### src/rtl/fifo_read_switch.sv
// Counted transfer from an upstream FIFO into a 2-entry first-word-fall-through
// buffer read by a downstream consumer; done pulses once the last word is taken.
module fifo_read_switch #(
   parameter int DATA_WIDTH = 32,
   parameter int CNT_WIDTH  = 16
) (
   input  logic                  ap_clk,
   input  logic                  ap_rst_n,
   input  logic [DATA_WIDTH-1:0] fifo_i_dout,
   input  logic                  fifo_i_empty_n,
   output logic                  fifo_i_read,
   output logic [DATA_WIDTH-1:0] fifo_o_dout,
   output logic                  fifo_o_empty_n,
   input  logic                  fifo_o_read,
   input  logic                  fifo_en,
   input  logic                  start,
   input  logic [CNT_WIDTH-1:0]  count,
   output logic                  busy,
   output logic                  done,
   output logic [CNT_WIDTH-1:0]  xfer_cnt
);

   typedef enum logic [1:0] {IDLE, RUN, DRAIN} state_t;

   state_t                state;
   logic [1:0]            occ;
   logic [DATA_WIDTH-1:0] buf0, buf1;
   logic [CNT_WIDTH-1:0]  fetch_rem;
   logic                  push, pop;

   // Fetch gating uses registered occupancy only, so a consumer pop never
   // reaches fifo_i_read combinationally; a full buffer costs one bubble.
   assign fifo_i_read    = (state == RUN) & fifo_en & fifo_i_empty_n &
                           (occ != 2'd2) & (fetch_rem != '0);
   assign push           = fifo_i_read;
   assign pop            = fifo_o_read & (occ != 2'd0);
   assign fifo_o_dout    = buf0;
   assign fifo_o_empty_n = (occ != 2'd0);
   assign busy           = (state != IDLE);

   always_ff @(posedge ap_clk or negedge ap_rst_n) begin
      if (!ap_rst_n) begin
         state     <= IDLE;
         occ       <= 2'd0;
         buf0      <= '0;
         buf1      <= '0;
         fetch_rem <= '0;
         xfer_cnt  <= '0;
         done      <= 1'b0;
      end else begin
         done <= 1'b0;
         occ  <= occ + {1'b0, push} - {1'b0, pop};

         // buf0 is always the head; a push lands wherever the head will be after a pop
         if (push && (occ == 2'd0 || (occ == 2'd1 && pop)))
            buf0 <= fifo_i_dout;
         else if (pop)
            buf0 <= buf1;
         if (push && ((occ == 2'd1 && !pop) || occ == 2'd2))
            buf1 <= fifo_i_dout;

         if (pop)  xfer_cnt  <= xfer_cnt + 1'b1;
         if (push) fetch_rem <= fetch_rem - 1'b1;

         case (state)
            IDLE: begin
               if (start) begin
                  xfer_cnt <= '0;
                  if (count != '0) begin
                     fetch_rem <= count;
                     state     <= RUN;
                  end else begin
                     done <= 1'b1;
                  end
               end
            end
            RUN: begin
               if (fetch_rem == '0) state <= DRAIN;
            end
            DRAIN: begin
               if (occ == 2'd0 && !push) begin
                  state <= IDLE;
                  done  <= 1'b1;
               end
            end
            default: state <= IDLE;
         endcase
      end
   end

endmodule

### config.mk
export PLATFORM = sky130hd
export DESIGN_NAME = fifo_read_switch
export DESIGN_NICKNAME = d
export VERILOG_FILES = /design/src/rtl/fifo_read_switch.sv
export SDC_FILE = /design/constraint.sdc
export NUM_CORES = 1
export LEC_CHECK = 0
export CORE_MARGIN = 2
export CORE_UTILIZATION = 40
export CTS_CLUSTER_DIAMETER = 50
export DETAILED_ROUTE_END_ITERATION = 6
export PLACE_DENSITY = 0.72
export SLEW_MARGIN = 20
export SYNTH_ARGS = -nofsm -noshare
export SYNTH_HDL_FRONTEND = slang
export SYNTH_SLANG_ARGS = --single-unit
### constraint.sdc
create_clock -name ap_clk -period 2.4 [get_ports ap_clk]
set_clock_uncertainty 0.15 [all_clocks]
set_input_delay 0.36 -clock ap_clk [delete_from_list [all_inputs] [get_ports ap_clk]]
set_output_delay 0.36 -clock ap_clk [all_outputs]
set_load 0.02 [all_outputs]
### Yosys cells after proc, flatten, opt, wreduce, memory -nomap -nowiden

Index checks and enable logic that the tools add are counted.

* logic and storage cells: 61
* output and inout bits: 52
* input bits: 54
* flip-flop bits (word level): 101

* equality and inequality tests: 9
* $add $sub $neg: 4
* reductions and logical operators: 18
* bitwise logic cells: 5
* muxes and demuxes: 18

Operator list (number)
* $mux 16: 7
* $mux 32: 2
* $reduce_bool 16->1: 2
* $add 16x1->16 const B: 1
* $logic_not 16->1: 1
* $sub 16x1->16 const B: 1
* $mux 2: 4
* $ne 2x2->1 const B: 4
* $pmux 2 s3: 1
* $reduce_bool 2->1: 3
* $and 1x1->1: 5
* $logic_and 1x1->1: 5
* $eq 2x1->1 const B: 2
* $eq 2x2->1 const B: 2
* $logic_not 2->1: 2
* $reduce_and 4->1: 1
* $mux 1: 3
* $add 2x1->2: 1
* $logic_not 1->1: 2
* $logic_or 1x1->1: 2
* $ne 2x1->1 const B: 1
* $pmux 1 s2: 1
* $sub 2x1->2: 1

### Logic depth before layout (Yosys ltp)

* depth in word-level cells: 9
* gate-level depth with buffers: 10
* depth with buffers taken out: 8

### Worst setup path after synthesis

No wires, ideal clock.

* kind: register -> register
* from: register fetch_rem[0]
* to: register buf1[10]
* period minus slack after synthesis: 2.373 ns
* path slack: 0.027 ns
* data arrival time: 2.099 ns
* stages on the path, launching flop included: 9
* library setup time: 0.125 ns
* path buffers: 1
* data required time: 2.125 ns
* cells stage by stage: dfrtp_1 > inv_1 > ha_1 > nor3b_1 > nand2_1 > nor2_4 > nor4_2 > buf_6 > mux2_2

* longest elaborated chain between the ends: 3

Ends and longest elaborated chain
* start, declared: line 28 `logic [CNT_WIDTH-1:0] fetch_rem;`
* start signal, assigned: line 63 `if (push) fetch_rem <= fetch_rem - 1'b1;`
* start signal, assigned: line 70 `fetch_rem <= count;`
* $reduce_bool 16->1: line 34 `(occ != 2'd2) & (fetch_rem != '0);`
* $and 1x1->1: line 34
* $logic_and 1x1->1: line 59 `if (push && ((occ == 2'd1 && !pop) || occ == 2'd2))`
* end signal, assigned: line 60 `buf1 <= fifo_i_dout;`
* end, declared: line 27 `logic [DATA_WIDTH-1:0] buf0, buf1;`

Every way passes these cells.
A chain may end at the register's enable or synchronous reset.

### Worst setup path in the final report

* from: register fetch_rem[13]
* to: output port fifo_i_read

* longest elaborated chain between the ends: 2

Ends and longest elaborated chain
* $reduce_bool 16->1: line 34
* $and 1x1->1: line 34
* end, declared: line 11 `output logic fifo_i_read,`

Every way passes these cells.

==> summary.txt <==
Finish
  – Most common cell after layout, fill and taps aside: clkdlybuf4s50_1
  – Finished Cell Area: 6820 um2
  – Nets: 675
  – Most frequent cells in the layout: 103 x clkdlybuf4s50_1, 101 x dfrtp_1, 79 x nand2_1
  – Number of antenna diodes: 0
  – Synthesis-to-layout area growth: 39.0%
  – Layout cells sized above 1: 0.223

Clock tree
  – Root buf cell: clkbuf_16
  – Clock Latency Late Sink: approximately 350 ps
  – CTS tree: built
  – H-tree depth: 3
  – CTS buffer count: 9
  – CTS max path bufs: 2
  – Sink Count: around 100
  – CTS clk-pin slew, worst paths: 70 ps

Synthesis
  – Synth Instances: 471
  – Synth Flop Type: dfrtp_1
  – Share of the synthesized area in the top cell type: 0.515
  – Syn Nets: 529
  – Netlist cell types: 39
  – #FFs+latches synth: 101
  – Post-synth EDFFs: 0
  – Synth area leaders: dfrtp_1 52%, mux2_2 7.6%, a31oi_2 7.1%, nand2_1 6.0%, nor2_1 5.1%
  – Synth Cell Area: 4900 um2
  – Post-synthesis sequential area ratio: 0.515
  – FFs w/ async S/R, synth: 1.00
  – Yosys warns: 0
  – Synth area leader: dfrtp_1
  – Post-Syn Area per Cell: 10.4 um2

Pwr
  – Clock power frac: 0.196
  – Switching portion of total power: 0.354
  – Pwr dens: between 1000 and 1500 nW/um2
  – Combinational share of power: 0.430
  – VDD IR-drop max: 0.545 mV
  – Int Pwr: between 5 and 6 mW
  – Reg power frac: 0.373
  – Leak pwr: 2.85 nW
  – Psw: 2.77 mW

Floorplanning
  – Rows: 40
  – Die Y: 115 um
  – Initial Util: 0.408
  – Die width: 115 um
  – CORE AREA: 12000 um2
  – # IOs: 106
  – Die footprint: 13200 um2

Hold path
  – Worst Hold Class: in2async

Setup path
  – R2R depth: 8
  – Crit-path max cell delay: 550 ps
  – CP Cell Sequence: or4_4 > or3_4 > o21ai_2 > inv_1 > buf_2
  – Critical Path Fanout Max: 2
  – Startpoint types: flop
  – R2R setup slack: -80 ps
  – WP buf/inv: 2
  – R2r endpoint: fifo_o_dout[21]
  – CP required: ~1900 ps
  – CP top delay family: simple AND/OR/NAND/NOR gates
  – Crit-path slowest cell: or4_4
  – Crit end category: primary output
  – WP data arrival: 2010 ps
  – Reg-to-reg startpoint: fetch_rem[13]
  – Critical path class: reg2out

Routing
  – Post-route ant nets: 0
  – DRC: 0
  – WL/cell: 16.1 um
  – Drt first-iter violations: 218
  – DRT Wirelength: 12400 um
  – TritonRoute pass-1 iters: 4
  – Vias per cell: between 5 and 6
  – Vias: 4068

Place
  – Placed cell area: 6410 um2
  – IO buf count: roughly 110
  – Detail Placement HPWL: around 8700 um
  – Final GP Congestion: 0.842

Run status
  – Status: finished, violations left
  – Failing checks: setup timing

Timing
  – Fin crit period: 2520 ps
  – Setup WS post-layout: -116 ps
  – Period utilization: 1.05
  – Setup tns final: -2950 ps
  – Worst slew pin tran: 556 ps
  – Final-report hold violation count: 0
  – Slew headroom: 0.627
  – Final setup viols: 65
  – Max Freq: slightly below 400 MHz
  – Max-slew violations: 0
  – RSZ-0062 raised after global routing: yes

GRT
  – Initial antenna violation count: 0
  – Pin count of the biggest net entering global routing: 53
  – GRT Total Usage: 0.201
  – Vias in the first global route: between 4000 and 5000
  – Overflow left after global routing: 0
  – First-pass GRT wire length: 20900 um

Run
  – Max-cap violations: 0
## repair_timing
item	4_1_cts	5_1_grt
hold buffers	1	0
resized for setup	12	1
pin swaps	1	0
setup buffers	2	0
hold endpoints to repair	29	0
gates cloned	1	0
endpoints found under the setup margin	65	66
## area by class of cell
class	instances	area, um2
fillers	1019	5190
multi-input cells	335	2200
inverters	12	45.0
clock inverters	5	66.3
well taps	147	184
clock buffers	11	253
flip-flops and latches	101	2530
repair buffers	158	1550
## worst max path at each step
stage                        from           to  slack (ps)  cells past startpoint
floorplan            fetch_rem[0]     buf1[10]          30                      8
global placement    fetch_rem[13]  fifo_i_read        -210                      5
detailed placement  fetch_rem[13]  fifo_i_read        -230                      5
CTS                 fetch_rem[13]  fifo_i_read        -120                      5
global route        fetch_rem[13]  fifo_i_read        -180                      5
finish              fetch_rem[13]  fifo_i_read        -120                      5
## stage by stage
stage	cells	hold WS [ps]	power, mW	util	setup WS (ps)
final	769	345	7.81	0.568	-116
after global routing	769	379	8.32	0.568	-179
after CTS	769	353	7.87	0.567	-123
after detailed placement	749	188	6.22	0.533	-232
after global placement	749	188	6.08	0.533	-207
after floorplan	471	-85.6	4.79	-	26.7
## Yosys cell counts (8+ instances only)
cell / n
a21oi_1: 20
a31oi_2: 28
buf_6: 9
clkbuf_1: 13
dfrtp_1: 101
inv_1: 12
mux2_2: 33
nand2_1: 79
nand4_1: 8
nor2_1: 67
nor4_1: 9
or3_1: 13
xnor2_1: 14
xor2_1: 11
## registers in the layout, summed over array words and instances, names as in the netlist
name,flops
occ,2
xfer_cnt,16
done,1
buf1,32
state,2
fifo_o_dout,32
fetch_rem,16
## worst reg2reg max path, stage by stage (launching register included)
cell,delay (ps)
dfrtp_1,380
or4_4,550
or3_4,370
buf_4,200
o2111ai_4,230
buf_12,170
buf_8,150
nor2_1,70
a31oi_2,140
## power by group through the flow
stage | Sequential [mW] | Combinational [mW] | Clock [mW]
after CTS | 2.91 | 3.39 | 1.57
after global routing | 3.02 | 3.66 | 1.64
final | 2.92 | 3.36 | 1.53
after floorplan | 3.22 | 1.57 | 0
after global placement | 2.89 | 3.19 | 0
after detailed placement | 2.93 | 3.29 | 0
## cell families after synthesis
kind of cell               after synthesis  share of synthesized area
buffers and inverters                   35                     0.0413
and+or+nand+nor                        208                      0.194
DFF                                    101                      0.515
AOI/OAI and AO/OA                       64                      0.116
muxes                                   34                     0.0778
adders and majority gates                4                     0.0102
xor gates and xnor gates                25                     0.0446
## routing by layer
metal | wire, um | GRT usage
met1 | 5210 | 0.250
met2 | 6300 | 0.338
met5 | 0 | 0
met4 | 325 | 0.0972
met3 | 572 | 0.0380
(Power assumes the default switching activity.)
